===== config.mk =====
export PLATFORM = sky130hd
export DESIGN_NAME = vga_timing_scaler
export DESIGN_NICKNAME = d
export VERILOG_FILES = /design/src/rtl/vga_pkg.sv /design/src/rtl/vga_axis_counter.sv /design/src/rtl/vga_timing_scaler.sv
export SDC_FILE = /design/constraint.sdc
export NUM_CORES = 1
export LEC_CHECK = 0
export ABC_AREA = 0
export CAP_MARGIN = 30
export CELL_PAD_IN_SITES_DETAIL_PLACEMENT = 0
export CELL_PAD_IN_SITES_GLOBAL_PLACEMENT = 1
export CORE_ASPECT_RATIO = 1.2
export CORE_MARGIN = 2
export CORE_UTILIZATION = 38
export DETAILED_ROUTE_END_ITERATION = 8
export GPL_ROUTABILITY_DRIVEN = 0
export PLACE_DENSITY_LB_ADDON = 0.1
export SYNTH_ARGS = -nofsm -noshare
export SYNTH_HDL_FRONTEND = slang
export SYNTH_HIERARCHICAL = 1
export SYNTH_SLANG_ARGS = --single-unit
export TNS_END_PERCENT = 10

===== constraint.sdc =====
create_clock -name vgaClk -period 3.4 [get_ports vgaClk]
set_input_delay 0.68 -clock vgaClk [delete_from_list [all_inputs] [get_ports vgaClk]]
set_output_delay 0.68 -clock vgaClk [all_outputs]
set_load 0.02 [all_outputs]

===== src/rtl/vga_pkg.sv =====
// Shared VGA timing types, the default 640x480@60 mode and the fetch FSM states.
package vga_pkg;

    typedef struct packed {
        logic [15:0] active;
        logic [15:0] fp;
        logic [15:0] sync;
        logic [15:0] bp;
    } vga_timing_t;

    typedef struct packed {
        vga_timing_t h;
        vga_timing_t v;
    } vga_mode_t;

    localparam vga_mode_t VGA_640x480_60 = '{
        h: '{active: 16'd640, fp: 16'd16, sync: 16'd96, bp: 16'd48},
        v: '{active: 16'd480, fp: 16'd10, sync: 16'd2,  bp: 16'd33}
    };

    typedef enum logic {
        SYNC_ACTIVE_LOW  = 1'b0,
        SYNC_ACTIVE_HIGH = 1'b1
    } polarity_e;

    typedef enum logic {
        FETCH_IDLE = 1'b0,
        FETCH_REQ  = 1'b1
    } fetch_state_e;

endpackage


===== src/rtl/vga_axis_counter.sv =====
// One raster axis: wrapping position counter with active-region and sync-region decode.
module vga_axis_counter #(
    parameter int unsigned ACTIVE = 640,
    parameter int unsigned FP     = 16,
    parameter int unsigned SYNC   = 96,
    parameter int unsigned BP     = 48,
    parameter int unsigned W      = 10
) (
    input  logic         clk,
    input  logic         rst_n,
    input  logic         step_i,
    output logic [W-1:0] count_o,
    output logic         wrap_c,
    output logic         in_active_c,
    output logic         in_sync_c
);
    localparam int unsigned TOTAL      = ACTIVE + FP + SYNC + BP;
    localparam int unsigned SYNC_START = ACTIVE + FP;
    localparam int unsigned SYNC_END   = ACTIVE + FP + SYNC;

    logic [W-1:0] count_q;
    logic [W-1:0] count_d;

    assign wrap_c      = (count_q == W'(TOTAL - 1));
    assign in_active_c = (count_q < W'(ACTIVE));
    assign in_sync_c   = (count_q >= W'(SYNC_START)) && (count_q < W'(SYNC_END));
    assign count_o     = count_q;

    always_comb begin
        count_d = count_q;
        if (step_i) begin
            count_d = wrap_c ? '0 : count_q + W'(1);
        end
    end

    always_ff @(posedge clk or negedge rst_n) begin
        if (!rst_n) begin
            count_q <= '0;
        end else begin
            count_q <= count_d;
        end
    end

endmodule


===== src/rtl/vga_timing_scaler.sv =====
// VGA raster generator with integer upscaling of source coordinates and a
// per-source-line fetch handshake toward the line buffer.
module vga_timing_scaler
    import vga_pkg::*;
#(
    parameter int unsigned HACTIVE = 32'(VGA_640x480_60.h.active),
    parameter int unsigned HFP     = 32'(VGA_640x480_60.h.fp),
    parameter int unsigned HSYNC   = 32'(VGA_640x480_60.h.sync),
    parameter int unsigned HBP     = 32'(VGA_640x480_60.h.bp),
    parameter int unsigned VACTIVE = 32'(VGA_640x480_60.v.active),
    parameter int unsigned VFP     = 32'(VGA_640x480_60.v.fp),
    parameter int unsigned VSYNC   = 32'(VGA_640x480_60.v.sync),
    parameter int unsigned VBP     = 32'(VGA_640x480_60.v.bp),
    parameter int unsigned HPOL    = 32'(SYNC_ACTIVE_LOW),
    parameter int unsigned VPOL    = 32'(SYNC_ACTIVE_LOW),
    parameter int unsigned SCALE   = 2,
    parameter int unsigned HW      = 10,
    parameter int unsigned VW      = 10
) (
    input  logic          vgaClk,
    input  logic          rstN,
    input  logic          en,
    output logic          hSync,
    output logic          vSync,
    output logic          de,
    output logic          frameStart,
    output logic [HW-1:0] srcX,
    output logic [VW-1:0] srcY,
    output logic          lineReq,
    output logic [VW-1:0] reqRow,
    input  logic          lineAck,
    output logic          underrun
);
    localparam int unsigned SHIFT  = $clog2(SCALE);
    localparam int unsigned HTOTAL = HACTIVE + HFP + HSYNC + HBP;
    localparam int unsigned VTOTAL = VACTIVE + VFP + VSYNC + VBP;
    localparam logic        H_LVL  = 1'(HPOL);
    localparam logic        V_LVL  = 1'(VPOL);

    if (HTOTAL > (32'd1 << HW)) begin : g_hw_check
        $error("HW too narrow to hold HTOTAL-1");
    end
    if (VTOTAL > (32'd1 << VW)) begin : g_vw_check
        $error("VW too narrow to hold VTOTAL-1");
    end
    if (SCALE != 1 && SCALE != 2 && SCALE != 4) begin : g_scale_check
        $error("SCALE must be 1, 2 or 4");
    end

    logic [HW-1:0] h;
    logic [VW-1:0] v;
    logic          h_wrap, v_wrap, h_act, v_act, h_sync_c, v_sync_c;

    vga_axis_counter #(.ACTIVE(HACTIVE), .FP(HFP), .SYNC(HSYNC), .BP(HBP), .W(HW)) u_h_cnt (
        .clk(vgaClk), .rst_n(rstN), .step_i(en), .count_o(h),
        .wrap_c(h_wrap), .in_active_c(h_act), .in_sync_c(h_sync_c)
    );

    vga_axis_counter #(.ACTIVE(VACTIVE), .FP(VFP), .SYNC(VSYNC), .BP(VBP), .W(VW)) u_v_cnt (
        .clk(vgaClk), .rst_n(rstN), .step_i(en & h_wrap), .count_o(v),
        .wrap_c(v_wrap), .in_active_c(v_act), .in_sync_c(v_sync_c)
    );

    logic          de_c;
    logic          hsync_q, vsync_q, de_q, frame_start_q;
    logic [HW-1:0] src_x_q;
    logic [VW-1:0] src_y_q;

    assign de_c = h_act & v_act;

    // Output registers capture the decode of the current position, one en-cycle behind the counters.
    always_ff @(posedge vgaClk or negedge rstN) begin
        if (!rstN) begin
            hsync_q       <= ~H_LVL;
            vsync_q       <= ~V_LVL;
            de_q          <= 1'b0;
            frame_start_q <= 1'b0;
            src_x_q       <= '0;
            src_y_q       <= '0;
        end else if (en) begin
            hsync_q       <= h_sync_c ? H_LVL : ~H_LVL;
            vsync_q       <= v_sync_c ? V_LVL : ~V_LVL;
            de_q          <= de_c;
            frame_start_q <= (h == '0) && (v == '0);
            src_x_q       <= de_c ? (h >> SHIFT) : '0;
            src_y_q       <= de_c ? (v >> SHIFT) : '0;
        end
    end

    logic [VW-1:0] nv_c;
    logic          fetch_c, deadline_c;

    // Request the next line's source row as soon as the current line's active part ends.
    assign nv_c       = v_wrap ? '0 : v + VW'(1);
    assign fetch_c    = en && (h == HW'(HACTIVE)) && (nv_c < VW'(VACTIVE))
                        && ((nv_c & VW'(SCALE - 1)) == '0);
    assign deadline_c = en && h_wrap;

    fetch_state_e  state_q;
    logic          line_req_q, underrun_q;
    logic [VW-1:0] req_row_q;

    always_ff @(posedge vgaClk or negedge rstN) begin
        if (!rstN) begin
            state_q    <= FETCH_IDLE;
            line_req_q <= 1'b0;
            req_row_q  <= '0;
            underrun_q <= 1'b0;
        end else begin
            case (state_q)
                FETCH_IDLE: begin
                    if (fetch_c) begin
                        state_q    <= FETCH_REQ;
                        line_req_q <= 1'b1;
                        req_row_q  <= nv_c >> SHIFT;
                    end
                end
                FETCH_REQ: begin
                    // An ack on the deadline clock still counts as on time.
                    if (lineAck) begin
                        state_q    <= FETCH_IDLE;
                        line_req_q <= 1'b0;
                    end else if (deadline_c) begin
                        state_q    <= FETCH_IDLE;
                        line_req_q <= 1'b0;
                        underrun_q <= 1'b1;
                    end
                end
                default: state_q <= FETCH_IDLE;
            endcase
        end
    end

    assign hSync      = hsync_q;
    assign vSync      = vsync_q;
    assign de         = de_q;
    assign frameStart = frame_start_q;
    assign srcX       = src_x_q;
    assign srcY       = src_y_q;
    assign lineReq    = line_req_q;
    assign reqRow     = req_row_q;
    assign underrun   = underrun_q;

endmodule


==> summary.md, run 1 <==
| Metric | Value |
|---|---|
| Worst Path Arrival | about 3.3 ns |
| Power Internal | approximately 1.0 mW |
| Final Max Tran Viols | 0 |
| Fillers | 706 |
| Worst slew margin | approximately 46% |
| Syn-to-layout area delta | 21.9% |
| EDFF count, synth | 0 |
| Iteration-0 DRC Markers | ~160 |
| CTS tree | yes |
| CTS Buffer Depth | 2 |
| Worst r2r path cells | 7 |
| Area of the multi-input gates | 0.00138 sq mm |
| DRC | 0 |
| Register area share after synthesis | 47.5% |
| Synth Register Bits | 54 |
| Hold Vio Cnt, Final | 0 |
| Total negative slack | 0 ns |
| Final ANT Viol Nets | 0 |
| CTS buffer count | 5 |
| Initial antenna violation count | 0 |
| Multiplexer share of the synthesized area | 0% |
| Worst-Margin Slew | between 0.8 and 0.9 ns |
| Hold WC Path Type | primary input to asynchronous set/reset pin |
| Die span in y | between 90 and 100 um |
| DRT Pass-1 Iters | 5 |
| Die area | approximately 0.0082 sq mm |
| Leakage | 1.51 nW |
| Syn Inst Count | between 200 and 300 |
| Status | finished, final reports clean |
| Vias in the first global route | between 2000 and 2500 |
| Wirelength per Cell | 17.4 um |
| CORE AREA | a little over 0.007 sq mm |
| Comb power frac | 15.0% |
| Simple-gate share of the synthesized area | a little under a quarter |
| Reg power frac | 53.3% |
| Post-layout util | 47.8% |
| Grt total ovfl | 0 |
| Dpl hpwl | 4970 um |
| Mapped Area | roughly 0.0029 sq mm |
| Asr flop ratio synth | 100% |
| Switching Fraction | between 20 and 30% |
| CTS H-tree lvls | 2 |
| IR Drop Worst-Case VDD | just over 200 uV |
| Clk_skew | ~0.0051 ns |
| Chip Width | 83.1 um |
| Synth Area in XOR/XNOR | 4.61% |
| Synth area leaders | dfrtp_1 46%, a22o_1 5.2%, xor2_1 3.4% |
| Ant diodes | 0 |
| Critical path class | register to register |
| Min Clock Period, post-route | 3.09 ns |
| FF-to-FF Start | u_v_cnt/count_o[6] |
| Commonest non-fill, non-tap cells in the layout | 52 x dfrtp_1, 35 x clkdlybuf4s50_1, 23 x nand2_1 |
| Number of port buffers | 36 |
| Hold Buf Count CTS | 0 |
| Critical Path Source | u_v_cnt/count_o[6] |
| Reg-to-reg slack, setup | ~0.31 ns |
| Storage element area | between 0.001 and 0.0015 sq mm |
| Commonest non-fill, non-tap cell in the layout | dfrtp_1 |
| Largest net degree at the start of global routing | 34 |
| Clk sinks | between 50 and 60 |
| Top-area cell type share of the netlist area | between 40% and 50% |
| Yosys warns | 6 |
| Worst skew pair latency | between 0.3 and 0.4 ns |
| CP required | 3.61 ns |
| Final Cycle Share | between 90% and 100% |
| Complex-gate fraction of the synthesized area | between 10% and 20% |
| Tot GR Track Use | 17.9% |
| # IOs | 40 |
| Worst reg2reg endpoint | reqRow[0] |
| Worst Setup End Kind | register |
| Syn_area_per_cell | slightly above 10 sq um |
| Clk pwr share | between 30% and 40% |
| Crit path capture | reqRow[0] |
| Combinational family with the most area after synthesis | simple AND/OR/NAND/NOR gates |
| PwrDens | 419 mW/mm^2 |
| Unrepaired setup endpoints after global routing | no |
| Post-synthesis adder-cell area fraction | around 2.6% |
| Routed WL | between 7000 and 8000 um |
| Top_reg_cell synth | dfrtp_1 |
| Yosys top cell by area | dfrtp_1 |
| Clock root cell | clkbuf_8 |
| Yosys cell types | 55 |
| Vias | between 2000 and 2500 |
| Share of cells above drive strength 1 | between 10% and 20% |
| Row cnt | 34 |
| Nets | 335 |
| Initial Util | 39.2% |
| CP startpoint kind | register |
| Fmax | 323 MHz |
| Final setup fails | 0 |
| Crit path max fanout | 9 |
| Maxcap violations | 0 |
| DR vias/cell | 5.79 |
| Clk pin slew, worst setup/hold paths | 0.11 ns |
| First-pass GRT wire length | approximately 12000 um |
| Sw Pwr | about 0.43 mW |
## sequential cells by signal (all words and copies together) (netlist names)
register,count
u_h_cnt/count_o,10
u_v_cnt/count_o,10
reqRow,9
srcX,9
srcY,9
de,1
frameStart,1
hSync,1
lineReq,1
state_q,1
underrun,1
vSync,1
## power groups by stage
stage | registers [mW] | clock network [mW] | logic (mW)
floorplan | 0.800 | 0 | 0.100
global placement | 0.790 | 0 | 0.217
detailed placement | 0.787 | 0 | 0.219
CTS | 0.776 | 0.477 | 0.221
global route | 0.788 | 0.498 | 0.240
finish | 0.777 | 0.462 | 0.218
## final cells by class
class,count,share of cell area [%]
clock inverters,3,1.40
clock buffers,5,1.98
repair buffers,52,13.7
flip-flops and latches,54,38.9
well taps,90,3.24
inverters,11,1.19
multi-input cells,201,39.6
## routing by layer
| layer | up-vias | routed length (um) | GRT usage (%) |
|---|---|---|---|
| li1 | 1130 | - | - |
| met3 | 8 | 200 | 2.26 |
| met1 | 1225 | 3260 | 24.2 |
| met2 | 46 | 3730 | 31.0 |
| met4 | 0 | 57 | 3.91 |
| met5 | - | 0 | 0 |
## critical path: stages (launching register included)
cell,delay (ns)
dfrtp_1,0.38
or4b_1,0.67
nor3_2,0.25
nor2_1,0.07
or4b_1,0.52
or4_4,0.61
and2_4,0.19
a311o_1,0.30
## logic make-up after synthesis
logic type               count (synthesis)
AND/OR/NAND/NOR                        112
AO/OA/AOI/OAI                           65
flip-flops                              54
buffers and inverters                   28
XOR/XNOR                                15
adder cells (fa/ha/maj)                  6
other                                    1
## cells in the mapped netlist (all sizes together) (9+ instances only)
cell type and count:
dfrtp 52, nand2 23, a22o 18, nand3 14, nor2 14, o21ai 14, inv 11, xor2 11
nor3 10, a21oi 9, and4 9, clkbuf 9, nand4 9
## stage by stage
step	power (mW)	area (sq um)	cells	setup WS (ns)	hold slack [ns]
after global routing	1.53	3480	416	0.145	0.356
after detailed placement	1.01	3350	408	0.164	0.471
after CTS	1.47	3470	416	0.156	0.331
final	1.46	3480	416	0.306	0.320
after global placement	1.01	3350	408	0.195	0.465
after floorplan	0.901	2860	283	0.0701	0.384
## how the worst min path moves through the flow
| stage | from | to | slack, ns | cells past startpoint |
|---|---|---|---|---|
| after global placement | de | de | 0.46 | 1 |
| after floorplan | rstN | de | 0.38 | 0 |
| final | rstN | u_v_cnt/count_o[7] | 0.32 | 1 |
| after detailed placement | lineReq | lineReq | 0.47 | 2 |
| after CTS | rstN | u_v_cnt/count_o[5] | 0.33 | 1 |
| after global routing | rstN | u_v_cnt/count_o[7] | 0.36 | 1 |
## what timing repair did
action | CTS | global route
buffers inserted | 0 | 0
gates resized for setup | 0 | 1
endpoints found under the setup margin | 0 | 1
No activity file was read; power rests on OpenSTA's default activity.
==> run 2, diff against run 1 <==
- CORE_MARGIN: 2 -> 3
- GPL_ROUTABILITY_DRIVEN: 0 -> default
==> summary.md, run 2 (same netlist as run 1, synthesis figures left out) <==
| Metric | Value |
|---|---|
| Hold Vio Cnt, Final | 0 (unchanged) |
| Commonest non-fill, non-tap cells in the layout | 52 x dfrtp_1, 35 x clkdlybuf4s50_1, 23 x nand2_1 (unchanged) |
| CTS H-tree lvls | 2 (unchanged) |
| PwrDens | 405 mW/mm^2 (was 419 mW/mm^2) |
| Worst Path Arrival | 3.38 ns (was 3.30 ns) |
| IR Drop Worst-Case VDD | 283 uV (was 207 uV) |
| Resized Gates After CTS | 0 (unchanged) |
| Postcts setup bufs | 0 (unchanged) |
| First-pass GRT wire length | 12100 um (was 12000 um) |
| Fmax | 316 MHz (was 323 MHz) |
| Ant diodes | 0 (unchanged) |
| Critical Path Most Common Cell | or4b_1 (unchanged) |
| Clk sinks | 54 (unchanged) |
| Clock root cell | clkbuf_8 (unchanged) |
| Vias in the first global route | 2396 (was 2350) |
| Worst-Margin Slew | 0.768 ns (was 0.806 ns) |
| Syn-to-layout area delta | 21.2% (was 21.9%) |
| Iteration-0 DRC Markers | 125 (was 157) |
| Die area | 0.00858 sq mm (was 0.00822 sq mm) |
| CP required | 3.62 ns (was 3.61 ns) |
| Hold Buf Count CTS | 0 (unchanged) |
| Post-layout util | 48.9% (was 47.8%) |
| CTS buffer count | 5 (unchanged) |
| Critical path class | register to register (unchanged) |
| Reg-to-reg slack, setup | 0.23 ns (was 0.31 ns) |
| Maxcap violations | 0 (unchanged) |
| CP cell instances | or4b_1 > nor3_2 > nor2_1 > or4b_1 > or4_1 > and2_4 > a311o_1 (was or4b_1 > nor3_2 > nor2_1 > or4b_1 > or4_4 > and2_4 > a311o_1) |
| Worst Setup End Kind | register (unchanged) |
| Buf/Inv on CP | 0 (unchanged) |
| Worst skew pair latency | 0.33 ns (was 0.31 ns) |
| Row cnt | 33 (was 34) |
| Unrepaired setup endpoints after global routing | no (unchanged) |
| Top delay family on crit path | simple AND/OR/NAND/NOR gates (unchanged) |
| Tot GR Track Use | 17.8% (was 17.9%) |
| Initial Util | 40.4% (was 39.2%) |
| Clk pin slew, worst setup/hold paths | 0.12 ns (was 0.11 ns) |
| DRT Pass-1 Iters | 4 (was 5) |
| Chip Width | 85.1 um (was 83.1 um) |
| Min Clock Period, post-route | 3.17 ns (was 3.09 ns) |
| Grt total ovfl | 0 (unchanged) |
| Crit path max fanout | 9 (unchanged) |
| Clk_skew | 0.0129 ns (was 0.00506 ns) |
| DR vias/cell | 5.67 (was 5.79) |
| Final Cycle Share | 93.1% (was 91.0%) |
| CP startpoint kind | register (unchanged) |
| Die span in y | 101 um (was 98.9 um) |
| Dpl hpwl | 5020 um (was 4970 um) |
| Worst slew margin | 48.8% (was 46.2%) |
| # IOs | 40 (unchanged) |
| Largest net degree at the start of global routing | 33 (was 34) |
| Routed WL | 7300 um (was 7250 um) |
| Final setup fails | 0 (unchanged) |
| CORE AREA | 0.00706 sq mm (was 0.00727 sq mm) |
| Commonest non-fill, non-tap cell in the layout | dfrtp_1 (unchanged) |
| Status | finished, final reports clean (unchanged) |
| Final GP Congestion | about 0.82 |
| Wirelength per Cell | 17.6 um (was 17.4 um) |
| Crit-path slowest cell | or4_1 (was or4b_1) |
| Hold WC Path Type | primary input to asynchronous set/reset pin (unchanged) |
| CP max stage delay | 0.70 ns (was 0.67 ns) |
| Final Max Tran Viols | 0 (unchanged) |
| Share of cells above drive strength 1 | 13.1% (was 13.2%) |
| CTS tree | yes (unchanged) |
| CTS Buffer Depth | 2 (unchanged) |
| Initial antenna violation count | 0 (unchanged) |
| Number of port buffers | 36 (unchanged) |
| Leakage | 1.51 nW (about the same) |
| Vias | 2348 (was 2409) |
| Final ANT Viol Nets | 0 (unchanged) |
| DRC | 0 (unchanged) |
| Total negative slack | 0 ns (unchanged) |
| Nets | 336 (was 335) |
[run 2: per-stage QoR]
step	std cells	hold WS (ns)	worst slack, ns	area, sq um	total power, mW
2_1_floorplan	283	0.384	0.0701	2860	0.901
3_3_place_gp	406	0.464	0.234	3360	1.01
3_5_place_dp	406	0.462	0.242	3360	1.01
4_1_cts	414	0.410	0.228	3460	1.42
5_1_grt	414	0.432	0.112	3460	1.48
6_report	414	0.389	0.235	3460	1.40
[run 2: metal layers]
metal	vias to the layer above	routed length (um)	track usage, %
met1	1180	3330	22.9
li1	1127	-	-
met5	-	0	0
met2	34	3720	30.8
met4	0	90	5.24
met3	7	163	2.53
[run 2: layout make-up]
class                      count  area [sq um]
inverter                      11          41.3
fill                         668          3600
tap                           87           109
sequential                    54          1350
clock inverter                 3          28.8
timing repair buffer          53           483
multi-input combinational    201          1370
clock buffer                   5          68.8
[run 2: worst paths after layout]
kind                                         start                 end  depth (start not counted)
worst max register to register  u_v_cnt/count_o[6]           reqRow[0]                          7
max in group asynchronous                     rstN  u_h_cnt/count_o[1]                          2
worst min register to register            underrun            underrun                          1
min in group vgaClk                       underrun            underrun                          1
worst min-delay path                          rstN                  de                          1
worst max-delay path            u_v_cnt/count_o[6]           reqRow[0]                          7
[run 2: power breakdown]
| group | internal (mW) | switching (mW) |
|---|---|---|
| Clock | 0.155 | 0.246 |
| Combinational | 0.106 | 0.124 |
| Sequential | 0.697 | 0.0715 |
| Total | 0.958 | 0.441 |
[run 2: worst reg2reg max path, cell delays in order (launching register included)]
cell and delay [ns]:
dfrtp_1 0.39, or4b_1 0.64, nor3_2 0.23, nor2_1 0.08, or4b_1 0.49, or4_1 0.70
and2_4 0.24, a311o_1 0.30
